File: src/rtl/msg_byte_serializer.sv
// Serializes a DATASIZE-bit message into bytes (MSB byte first) for uart_tx,
// optionally skipping NUL pad bytes, and reports done/err per message.
module msg_byte_serializer #(
  parameter int DATASIZE    = 128,
  parameter int SKIP_NUL    = 1,
  parameter int ACK_TIMEOUT = 15
) (
  input  logic                clk,
  input  logic                resetn,
  input  logic                start,
  input  logic [DATASIZE-1:0] data,
  input  logic                tx_busy,
  output logic                tx_en,
  output logic [7:0]          tx_data,
  output logic                busy,
  output logic                done,
  output logic                err,
  output logic [2:0]          state
);

  localparam int NBYTES = DATASIZE / 8;
  localparam int CW     = $clog2(NBYTES + 1);
  localparam int TW     = $clog2(ACK_TIMEOUT + 1);

  typedef enum logic [2:0] {
    S_IDLE      = 3'd0,
    S_SEND      = 3'd1,
    S_WAIT_ACK  = 3'd2,
    S_WAIT_DONE = 3'd3,
    S_FINISH    = 3'd4,
    S_ABORT     = 3'd5
  } state_t;

  state_t              r_state, w_state_next;
  logic [DATASIZE-1:0] r_shreg, w_shreg_next;
  logic [CW-1:0]       r_cnt, w_cnt_next;
  logic [TW-1:0]       r_tmo, w_tmo_next;
  logic                r_tx_en, w_tx_en_next;
  logic [7:0]          r_tx_data, w_tx_data_next;
  logic                r_done, w_done_next;
  logic                r_err, w_err_next;

  logic [7:0]          w_top;
  logic                w_top_nul;
  logic                w_last;
  logic                w_tmo_hit;

  assign w_top     = r_shreg[DATASIZE-1 -: 8];
  assign w_top_nul = (SKIP_NUL != 0) && (w_top == 8'h00);
  assign w_last    = (r_cnt == CW'(1));
  // The WAIT_ACK entry cycle counts as the first waited cycle.
  assign w_tmo_hit = (r_tmo == TW'(ACK_TIMEOUT - 1));

  always_ff @(posedge clk or negedge resetn) begin
    if (!resetn) r_state <= S_IDLE;
    else         r_state <= w_state_next;
  end

  always_comb begin
    w_state_next = r_state;
    case (r_state)
      S_IDLE:      if (start) w_state_next = S_SEND;
      S_SEND: begin
        if (w_top_nul)     w_state_next = w_last ? S_FINISH : S_SEND;
        else if (!tx_busy) w_state_next = S_WAIT_ACK;
      end
      S_WAIT_ACK: begin
        if (tx_busy)        w_state_next = S_WAIT_DONE;
        else if (w_tmo_hit) w_state_next = S_ABORT;
      end
      S_WAIT_DONE: if (!tx_busy) w_state_next = w_last ? S_FINISH : S_SEND;
      S_FINISH:    w_state_next = S_IDLE;
      S_ABORT:     w_state_next = S_IDLE;
      default:     w_state_next = S_IDLE;
    endcase
  end

  always_comb begin
    w_shreg_next   = r_shreg;
    w_cnt_next     = r_cnt;
    w_tmo_next     = r_tmo;
    w_tx_en_next   = 1'b0;
    w_tx_data_next = r_tx_data;
    w_done_next    = (w_state_next == S_FINISH);
    w_err_next     = (w_state_next == S_ABORT);
    case (r_state)
      S_IDLE: begin
        if (start) begin
          w_shreg_next = data;
          w_cnt_next   = CW'(NBYTES);
        end
      end
      S_SEND: begin
        if (w_top_nul) begin
          w_shreg_next = r_shreg << 8;
          w_cnt_next   = r_cnt - CW'(1);
        end else if (!tx_busy) begin
          w_tx_data_next = w_top;
          w_tx_en_next   = 1'b1;
          w_tmo_next     = '0;
        end
      end
      S_WAIT_ACK: begin
        if (!tx_busy) w_tmo_next = r_tmo + TW'(1);
      end
      S_WAIT_DONE: begin
        if (!tx_busy) begin
          w_shreg_next = r_shreg << 8;
          w_cnt_next   = r_cnt - CW'(1);
        end
      end
      default: ;
    endcase
  end

  always_ff @(posedge clk or negedge resetn) begin
    if (!resetn) begin
      r_shreg   <= '0;
      r_cnt     <= '0;
      r_tmo     <= '0;
      r_tx_en   <= 1'b0;
      r_tx_data <= 8'h00;
      r_done    <= 1'b0;
      r_err     <= 1'b0;
    end else begin
      r_shreg   <= w_shreg_next;
      r_cnt     <= w_cnt_next;
      r_tmo     <= w_tmo_next;
      r_tx_en   <= w_tx_en_next;
      r_tx_data <= w_tx_data_next;
      r_done    <= w_done_next;
      r_err     <= w_err_next;
    end
  end

  assign tx_en   = r_tx_en;
  assign tx_data = r_tx_data;
  assign done    = r_done;
  assign err     = r_err;
  assign busy    = (r_state != S_IDLE);
  assign state   = r_state;

endmodule

File: config.mk
export PLATFORM = sky130hd
export DESIGN_NAME = msg_byte_serializer
export DESIGN_NICKNAME = d
export VERILOG_FILES = /design/src/rtl/msg_byte_serializer.sv
export SDC_FILE = /design/constraint.sdc
export NUM_CORES = 1
export LEC_CHECK = 0
export CAP_MARGIN = 20
export CORE_MARGIN = 2
export CORE_UTILIZATION = 25
export DETAILED_ROUTE_END_ITERATION = 12
export SYNTH_ARGS = -nofsm -noshare
export SYNTH_HDL_FRONTEND = slang
export SYNTH_SLANG_ARGS = --single-unit
File: constraint.sdc
create_clock -name clk -period 3 [get_ports clk]
set_input_delay 0.45 -clock clk [delete_from_list [all_inputs] [get_ports clk]]
set_output_delay 0.45 -clock clk [all_outputs]
set_load 0.01 [all_outputs]
# Word-level counts from Yosys, hierarchy flattened
# Cells that the tools add are included.
[word_totals] ff_bits=151 latch_bits=0 ram_bits=0 rom_bits=0 in_bits=132 output_inout_bits=15 word_cells=56 memories=0
[classes] addsub=2 n_mul=0 div=0 magnitude_cmp=0 n_eq_ne=13 shifts=0 mux=23 n_bitwise=2 n_reduce_logical=8
[ops] cell="$mux W128" n=3
[ops] cell="$pmux W128 S3" n=1
[ops] cell="$mux W3" n=7
[ops] cell="$mux W5" n=3
[ops] cell="$pmux W5 S3" n=1
[ops] cell="$mux W4" n=3
[ops] cell="$ne A2 B2 Y1 const B" n=6
[ops] cell="$pmux W3 S4" n=1
[ops] cell="$logic_not A8 Y1" n=1
[ops] cell="$pmux W4 S2" n=1
[ops] cell="$reduce_and A4 Y1" n=2
[ops] cell="$eq A3 B2 Y1 const B" n=2
[ops] cell="$eq A3 B3 Y1 const B" n=2
[ops] cell="$reduce_bool A3 Y1" n=2
[ops] cell="$eq A5 B1 Y1 const B" n=1
[ops] cell="$sub A5 B1 Y5 const B" n=1
[ops] cell="$add A4 B1 Y4 const B" n=1
[ops] cell="$eq A4 B4 Y1 const B" n=1
[ops] cell="$eq A3 B1 Y1 const B" n=1
[ops] cell="$logic_not A3 Y1" n=1
[ops] cell="$mux W1" n=3
[ops] cell="$reduce_and A3 Y1" n=1
[ops] cell="$not A1 Y1" n=2
[ops] cell="$reduce_bool A2 Y1" n=1

# Longest topological paths before layout
[depth] depth_word=5 depth_mapped=8 mapped_depth_nobuf=6

# Worst setup path after synthesis
# Ideal clock, no wire load.
[synth_timing] path_type="register to register" from="reg r_shreg[125]" to="reg r_cnt[0]" setup_time_ps=125 t_arrival_ps=2167 required_ps=2875 setup_slack_ps=708 stages_incl_launch_ff=8 path_buffers=3 period_less_slack_ps=2292 cell_sequence="dfrtp_1 or4_4 o21a_1 or3_1 clkbuf_1 buf_6 buf_6 mux2_4"
[synth_via] elab_chain_cells=3
[synth_lines] item="start: declaration" line_no="35" source="logic [DATASIZE-1:0] r_shreg, w_shreg_next;"
[synth_lines] item="start signal: assignment" line_no="126" source="r_shreg <= w_shreg_next;"
[synth_lines] item="$logic_not A8 Y1" line_no="49" source="assign w_top_nul = (SKIP_NUL != 0) && (w_top == 8'h00);"
[synth_lines] item="$ne A2 B2 Y1 (no line)"
[synth_lines] item="$reduce_and A4 Y1 (no line)"
[synth_lines] item="end signal: assignment" line_no="127" source="r_cnt <= w_cnt_next;"
[synth_lines] item="end: declaration" line_no="36" source="logic [CW-1:0] r_cnt, w_cnt_next;"
# No other way between the ends.
# A chain may end at the register's enable or synchronous reset.

# Final worst setup path
[layout_timing] from="reg r_shreg[125]" to="reg r_shreg[76]"
[layout_via] elab_chain_cells=3
[layout_lines] item="$logic_not A8 Y1" line_no="49"
[layout_lines] item="$ne A2 B2 Y1 (no line)"
[layout_lines] item="$reduce_and A4 Y1 (no line)"
# No other way between the ends.

==> results.yml <==
clocking:
  clkLatencyLatePin_ns: 0.42
  root_buffer: "clkbuf_16"
  cts_sinks: 151
  cts_buffer_depth: 2
  postCtsHoldBufs: 0
  h-tree-depth: 4
  clkTransAtPathRegs_ns: 0.06
  cts_tree: "yes"
  cts_buffers: 17
  post-cts-setup-buffers: 0
  ctsResizeCount: 0
cells_and_area:
  instances_no_fill: 1077
  fin_nets: 804
  antenna_cells: 0
  drive_gt1_frac: 0.300
  n_fill_cell: 3033
  seqCellArea_um2: 3780
  multi_input_comb_area_um2: 3740
  areaGrowthSynthToFinish_pct: 32.7
sta:
  tns_ns: 0
  setup_violations: 0
  worst_slew_pin_slew_ns: 0.821
  fin_crit_ns: 2.52
  period_share: 0.841
  final_max_slew_viol_count: 0
  relSlewSlack: 0.453
  max_clock_freq_ghz: 0.396
  rsz0062_at_grt: "false"
  clock_skew_ns: 0.0162
  hold_viol_final: 1
  fin_hold_ws_ns: -0.00365
  fin_ws_ns: 0.476
placement:
  place_congestion: 0.724
  place_worst_setup_slack_ns: 0.377
  dp_hpwl_um: 12000
  numPortBuffers: 146
  placedCellCount: 1045
critical_path:
  reg2reg_from: "r_shreg[125]"
  crit_path_end_kind: "register"
  cp_max_fo: 84
  slowest_delay_ns: 0.58
  crit_path_start: "r_shreg[125]"
  crit_arrival_ns: 2.82
  worstPathCellList: "or4_4 > o21a_1 > or3_4 > buf_12 > mux2_1"
  r2r_slack_ns: 0.48
  slowest_stage: "or4_4"
  required_ns: 3.30
  critPathKind: "register to register"
  start_kind: "register"
floorplanning:
  die_x_um: 180
  coreArea_um2: 30500
  fp-row-count: 64
  ios: 147
  die_h_um: 180
  start_util: 0.254
  dieArea_um2: 32400
outcome:
  violations: "hold timing"
  status: "complete, but fails checks"
yosys:
  async_flop_share: 1.00
  avgSynthCellArea_um2: 14.7
  netlist_area_um2: 7740
  syn_nets: 661
  synth_ff_type: "dfrtp_1"
  yosysSeqAreaShare: 0.488
  yosys_warnings: 0
  synthDistinctLibCells: 46
  ys_ff_latch: 151
  synth_cells: 525
  synth_edf_count: 0
drt:
  drc_errors: 0
  vias: 4596
  drt_iter0_markers: 174
  wirelength_um: 17700
  routedWlPerCell_um: 16.5
  drtAntennaViolNets: 0
  dr.pass1.iters: 5
  vias_per_cell: 4.27
worst_hold_path:
  holdCritPathClass: "input pin to async pin"
power:
  p_leak_nw: 4.44
  p_total_mw: 11.5
  p_per_area_nw_per_um2: 1120
  vdd_drop_max_uv: 710
grt:
  overflow: 0
  grt_max_degree: 85
  grt_pass1_vias: 4868
  grt_util_all_layers: 0.112
  grt_pass1_wl_um: 28600
  antenna_found_initial: 1
job:
  cap_violations: 0
-- cell usage after synthesis, types with 4 or more instances --
cell type / count / area, µm²
buf_6: 11 / 124
nand2b_1: 4 / 25.0
mux2_4: 90 / 1350
dfrtp_1: 151 / 3780
inv_1: 4 / 15.0
a21oi_1: 7 / 35.0
nand2_1: 4 / 15.0
ha_1: 4 / 50.1
mux2_2: 61 / 687
o21ai_1: 4 / 20.0
buf_2: 4 / 20.0
mux2_1: 99 / 1110
nor2_1: 10 / 37.5
a22o_1: 8 / 70.1
buf_1: 4 / 15.0
clkbuf_1: 17 / 63.8
-- flip-flops by register name, summed over array words and instances (netlist names) --
register  flops
tx_en         1
err           1
tx_data       8
r_tmo         4
r_cnt         5
state         3
r_shreg     128
done          1
-- layout make-up --
class                   count  share of cell area
multi-input cells         333               0.364
flip-flops and latches    151               0.368
well taps                 396              0.0482
clock buffers              20              0.0444
inverters                   5             0.00183
repair buffers            160               0.157
clock inverters            12              0.0161
-- layout by cell type, fill, tap and decap left out, types with 7 or more instances in the layout --
cell type        instances
dfrtp_1                151
clkdlybuf4s50_1        145
mux2_1                  99
mux2_4                  90
mux2_2                  61
clkbuf_16               17
nor2_1                  10
buf_4                   10
a22o_1                   8
a21oi_1                  7
-- logic make-up (layout without fill, tap and decap cells) --
kind of cell,Yosys count,after routing,synth area share
flip-flops,151,151,0.488
adder cells (fa/ha/maj),4,4,0.00646
AND/OR/NAND/NOR,42,42,0.0333
AO/OA/AOI/OAI,36,36,0.0328
buffers and inverters,41,197,0.0312
multiplexers,250,250,0.407
XOR/XNOR,1,1,0.00113
-- per-layer routing --
layer | part of all wire | track usage | vias up
met1 | 0.48 | 0.150 | 2300
met2 | 0.47 | 0.173 | 90
li1 | - | - | 2195
met4 | 0.0067 | 0.0306 | 2
met5 | 0.00090 | 0 | -
met3 | 0.049 | 0.0359 | 9
-- metrics by stage --
stage	cell area [µm²]	hold WS (ns)	util
detailed placement	9650	0.474	0.316
global route	10300	0.0209	0.337
floorplan	7740	0.154	-
finish	10300	-0.00365	0.337
CTS	10300	0.0132	0.337
global placement	9650	0.468	0.316
-- power breakdown --
part / internal (mW) / switching (mW) / total, mW
combinational: 3.47 / 2.07 / 5.54
sequential: 3.10 / 0.615 / 3.72
clock: 1.37 / 0.918 / 2.29
-- worst max-delay path, delay by kind of cell (launching register included) --
family                 cells  cell delay (ns)
AO/OA/AOI/OAI              1             0.23
buffers and inverters      1             0.22
flip-flops                 1             0.39
multiplexers               1             0.43
AND/OR/NAND/NOR            2             0.97
-- path summary, 6_finish.rpt --
check                              end  cells after the start
hold / removal              r_shreg[5]                      1
setup reg to reg           r_shreg[76]                      5
max in group asynchronous  r_shreg[89]                      2
setup / recovery           r_shreg[76]                      5
min in group clk           r_shreg[77]                      1
hold reg to reg            r_shreg[77]                      1
No activity file was read; power rests on OpenSTA's default activity.
==> patch 1: new RTL, same flow settings <==
Set the parameter `DATASIZE` to 64 (it was 128).
--- a/src/rtl/msg_byte_serializer.sv
+++ b/src/rtl/msg_byte_serializer.sv
@@ -1,7 +1,7 @@
 // Serializes a DATASIZE-bit message into bytes (MSB byte first) for uart_tx,
 // optionally skipping NUL pad bytes, and reports done/err per message.
 module msg_byte_serializer #(
-  parameter int DATASIZE    = 128,
+  parameter int DATASIZE    = 64,
   parameter int SKIP_NUL    = 1,
   parameter int ACK_TIMEOUT = 15
 ) (
Ports: changed (resized data); port bits go from 147 to 83. No check against the original RTL was run, so the function may have changed too.
==> patch 1 against the original RTL <==
Cell area is 48% lower. Area after synthesis is 49% lower. Largest power group is now registers. Total power is 57% lower. Combinational power is 69% lower. Sequential cell count is 65 lower. Setup slack worse by 0.021 ns. Critical path depth is 3 lower. Routed wire length is 45% lower.
==> patch 1: results <==
[setup_path]
cp_slowest_cell = "or3_1"
crit_end = "busy"
critPathMaxStageDelay_ns = 0.68
reg2reg_slack_ns = 0.88

[grt]
gr-usage-met2_pct = 19.1
antenna_found_initial = 0
use_met1_pct = 17.0
grt_usage_pct = 12.3
grt_pass1_vias = 2911

[layout]
final_nets = 457
largest_register_ffs = 64

[routing]
highest_layer = "met4"
routedWlPerCell_um = 16.2
drt_iter0_drc = 217
wl_met1_um = 4420
routed-wl-met2_um = 4640

[placed_design]
gp_congestion = 0.796
post-place-ws_ns = 0.507
placed_cells = 583

[synthesis]
synth_compound_area_share_pct = 21.7
synth.mux.area_fraction_pct = 2.55

[run_status]
outcome = "finished, final reports clean"

[worst_hold_path]
hold_class = "flop to flop"

[power]
comb_power_share_pct = 34.2
sw_frac_of_total_pct = 32.4
peakVddDrop_v = 0.000396
leakage_nw = 1.88

[cts]
clock_latency_ns = 0.34

[timing]
slew_headroom_pct = 58.6
min_period_ns = 2.55
-- patch 1: cell types whose count changed after synthesis, moves of 8 or more --
cell | unedited run | this run
buf_6 | 11 | 3
dfrtp_1 | 151 | 86
mux2_1 | 99 | 0
mux2_2 | 61 | 8
mux2_4 | 90 | 0
o221a_1 | 0 | 9
o221a_2 | 0 | 47
or3_1 | 2 | 58
-- patch 1: worst min path at each step --
stage | start | end | slack (ns) | cells after the start
after floorplan | resetn | done | 0.15 | 0
after global placement | r_cnt[3] | done | 0.49 | 1
after detailed placement | r_cnt[3] | done | 0.49 | 1
after CTS | resetn | r_tmo[1] | 0.36 | 1
after global routing | r_shreg[5] | r_shreg[5] | 0.53 | 1
final | tx_data[7] | tx_data[7] | 0.51 | 1
-- patch 1: cell type report --
cell class	instances	area (um2)
tap	211	264
fill	1498	9970
clock buffer	11	253
timing repair buffer	92	928
multi-input combinational	190	1590
clock inverter	5	81.3
sequential	86	2150
inverter	6	22.5
==> patch 2: new RTL, config.mk and constraints unchanged <==
Without the edit above. Register the inputs `start`, `data` and `tx_busy` before use, without a reset. The logic sees them one clock later.
--- a/src/rtl/msg_byte_serializer.sv
+++ b/src/rtl/msg_byte_serializer.sv
@@ -31,6 +31,16 @@
     S_ABORT     = 3'd5
   } state_t;
 
+  logic start_q;
+  logic [DATASIZE-1:0] data_q;
+  logic tx_busy_q;
+
+  always_ff @(posedge clk) begin
+    start_q   <= start;
+    data_q    <= data;
+    tx_busy_q <= tx_busy;
+  end
+
   state_t              r_state, w_state_next;
   logic [DATASIZE-1:0] r_shreg, w_shreg_next;
   logic [CW-1:0]       r_cnt, w_cnt_next;
@@ -59,16 +69,16 @@
   always_comb begin
     w_state_next = r_state;
     case (r_state)
-      S_IDLE:      if (start) w_state_next = S_SEND;
+      S_IDLE:      if (start_q) w_state_next = S_SEND;
       S_SEND: begin
         if (w_top_nul)     w_state_next = w_last ? S_FINISH : S_SEND;
-        else if (!tx_busy) w_state_next = S_WAIT_ACK;
+        else if (!tx_busy_q) w_state_next = S_WAIT_ACK;
       end
       S_WAIT_ACK: begin
-        if (tx_busy)        w_state_next = S_WAIT_DONE;
+        if (tx_busy_q)        w_state_next = S_WAIT_DONE;
         else if (w_tmo_hit) w_state_next = S_ABORT;
       end
-      S_WAIT_DONE: if (!tx_busy) w_state_next = w_last ? S_FINISH : S_SEND;
+      S_WAIT_DONE: if (!tx_busy_q) w_state_next = w_last ? S_FINISH : S_SEND;
       S_FINISH:    w_state_next = S_IDLE;
       S_ABORT:     w_state_next = S_IDLE;
       default:     w_state_next = S_IDLE;
@@ -85,8 +95,8 @@
     w_err_next     = (w_state_next == S_ABORT);
     case (r_state)
       S_IDLE: begin
-        if (start) begin
-          w_shreg_next = data;
+        if (start_q) begin
+          w_shreg_next = data_q;
           w_cnt_next   = CW'(NBYTES);
         end
       end
@@ -94,17 +104,17 @@
         if (w_top_nul) begin
           w_shreg_next = r_shreg << 8;
           w_cnt_next   = r_cnt - CW'(1);
-        end else if (!tx_busy) begin
+        end else if (!tx_busy_q) begin
           w_tx_data_next = w_top;
           w_tx_en_next   = 1'b1;
           w_tmo_next     = '0;
         end
       end
       S_WAIT_ACK: begin
-        if (!tx_busy) w_tmo_next = r_tmo + TW'(1);
+        if (!tx_busy_q) w_tmo_next = r_tmo + TW'(1);
       end
       S_WAIT_DONE: begin
-        if (!tx_busy) begin
+        if (!tx_busy_q) begin
           w_shreg_next = r_shreg << 8;
           w_cnt_next   = r_cnt - CW'(1);
         end
Check against the original RTL: not equivalent (a bounded check fails within 4 cycles, from zero or initial values and one cycle with resetn low).
==> patch 2 against the original RTL <==
Cell count is 25% higher. Sequential cell count grew 130. First-iteration DRC count rose by 84%. Routed wire length grew 23%. Cell area rose by 22%. Non-clock buffer count did not move. Core utilization down 0.22 points. Clock skew fell by 0.0057 ns. Die area rose by 21%. Worst hold slack better by 0.34 ns. Total power grew 6.4%. Area after synthesis up 22%. Combinational power fell by 42%. Setup slack better by 0.070 ns.
==> patch 2: results <==
[run_status]
outcome = "finished, final reports clean"

[synthesis]
synth-adder-area-share_pct = 0.530
ys_async_sr_fraction_pct = 53.7
ys_seq_area_share_pct = 67.6
synthXorXnorAreaFrac_pct = 0
netlist_top_cells_area = "dfrtp_1 (40%), dfxtp_1 (28%), o221a_2 (14%)"
synth_fp_nets = 799
yosys_warnings = 0
synth.mux.area_fraction_pct = 1.38
yosys-top-cells-count = "dfrtp_1 (151), dfxtp_1 (130), nand2b_1 (120)"
postSynthAreaPerCell_um2 = 14.2
synth_top_flop_cell = "dfrtp_1"
synth_compound_area_share_pct = 16.9
synth_cell_type_count = 48

[routing]
via_per_inst = 4.34
finalWirelength_um = 21800
drt_iter0_drc = 320
first_pass_iters = 6
vias = 5837

[layout]
drive_gt1_share_pct = 24.1
final_nets = 945

[placed_design]
hpwl_um = 14000
gp_congestion = 0.743
placed_cells = 1287

[setup_path]
ff2ff_path_depth = 5
critPathMaxFanout = 8
cp.arrival_ns = 2.00

[power]
sw_frac_of_total_pct = 28.5
seq_cell_power_mw = 5.35
clockPowerShare_pct = 30.4
leakage_nw = 4.58
p_int_mw = 8.79
peakVddDrop_v = 0.000411

[grt]
grt_usage_pct = 10.9
grt_first_pass_wirelength_um = 33800
grt_pass1_vias = 6020
grt_max_degree = 77

[cts]
clock_latency_ns = 0.56
cts_hold_buf = 1
cts_resized = 0
numCtsBuffers = 30
postCtsSetupBuffers = 0
clock_path_buffers = 3
cts_max_level = 1

[timing]
clock_skew_ns = 0.0105
tightest_slew_ns = 0.791

[worst_hold_path]
hold_class = "input port to flop"
## patch 2: per-layer routing
metal / track usage (%) / wire length, um / vias to the layer above
met5: 0 / 10 / -
li1: - / - / 2734
met1: 14.9 / 10200 / 2905
met2: 17.1 / 9880 / 157
met3: 2.83 / 1270 / 39
met4: 3.09 / 471 / 2
## patch 2: worst max-delay path, cell delays in order (launching register included)
cell,delay [ns]
dfrtp_1,0.40
buf_4,0.17
or3_1,0.38
clkdlybuf4s50_1,0.49
## patch 2: cell families (layout without fill, tap and decap cells)
| group | after synthesis | count (layout) |
|---|---|---|
| DFF | 281 | 281 |
| and+or+nand+nor | 159 | 159 |
| AOI/OAI and AO/OA | 154 | 154 |
| buffers and inverters | 53 | 223 |
| muxes | 12 | 12 |
| adders and majority gates | 4 | 4 |
## patch 2: path summary, 6_finish.rpt
kind | from | slack, ns | end
setup / recovery | state[0] | 0.55 | busy
hold reg to reg | data_q[5] | 0.46 | r_shreg[5]
max in group asynchronous | resetn | 1.78 | r_shreg[40]
hold / removal | data[36] | 0.33 | data_q[36]
setup reg to reg | r_shreg[125] | 0.72 | r_shreg[99]
min in group asynchronous | resetn | 0.51 | tx_data[2]
## patch 2: layout make-up
type	count	area, um2
timing repair buffer	160	1660
clock inverter	9	100
inverter	7	26.3
multi-input combinational	329	2790
fill	3672	24900
clock buffer	47	916
sequential	281	6380
tap	511	639
## patch 2: metrics by stage
stage / util (%) / setup WS, ns / cell area (um2)
finish: 33.5 / 0.545 / 12500
floorplan: - / 0.900 / 9450
CTS: 33.5 / 0.498 / 12500
detailed placement: 30.7 / 0.716 / 11500
global placement: 30.7 / 0.698 / 11500
global route: 33.5 / 0.474 / 12500
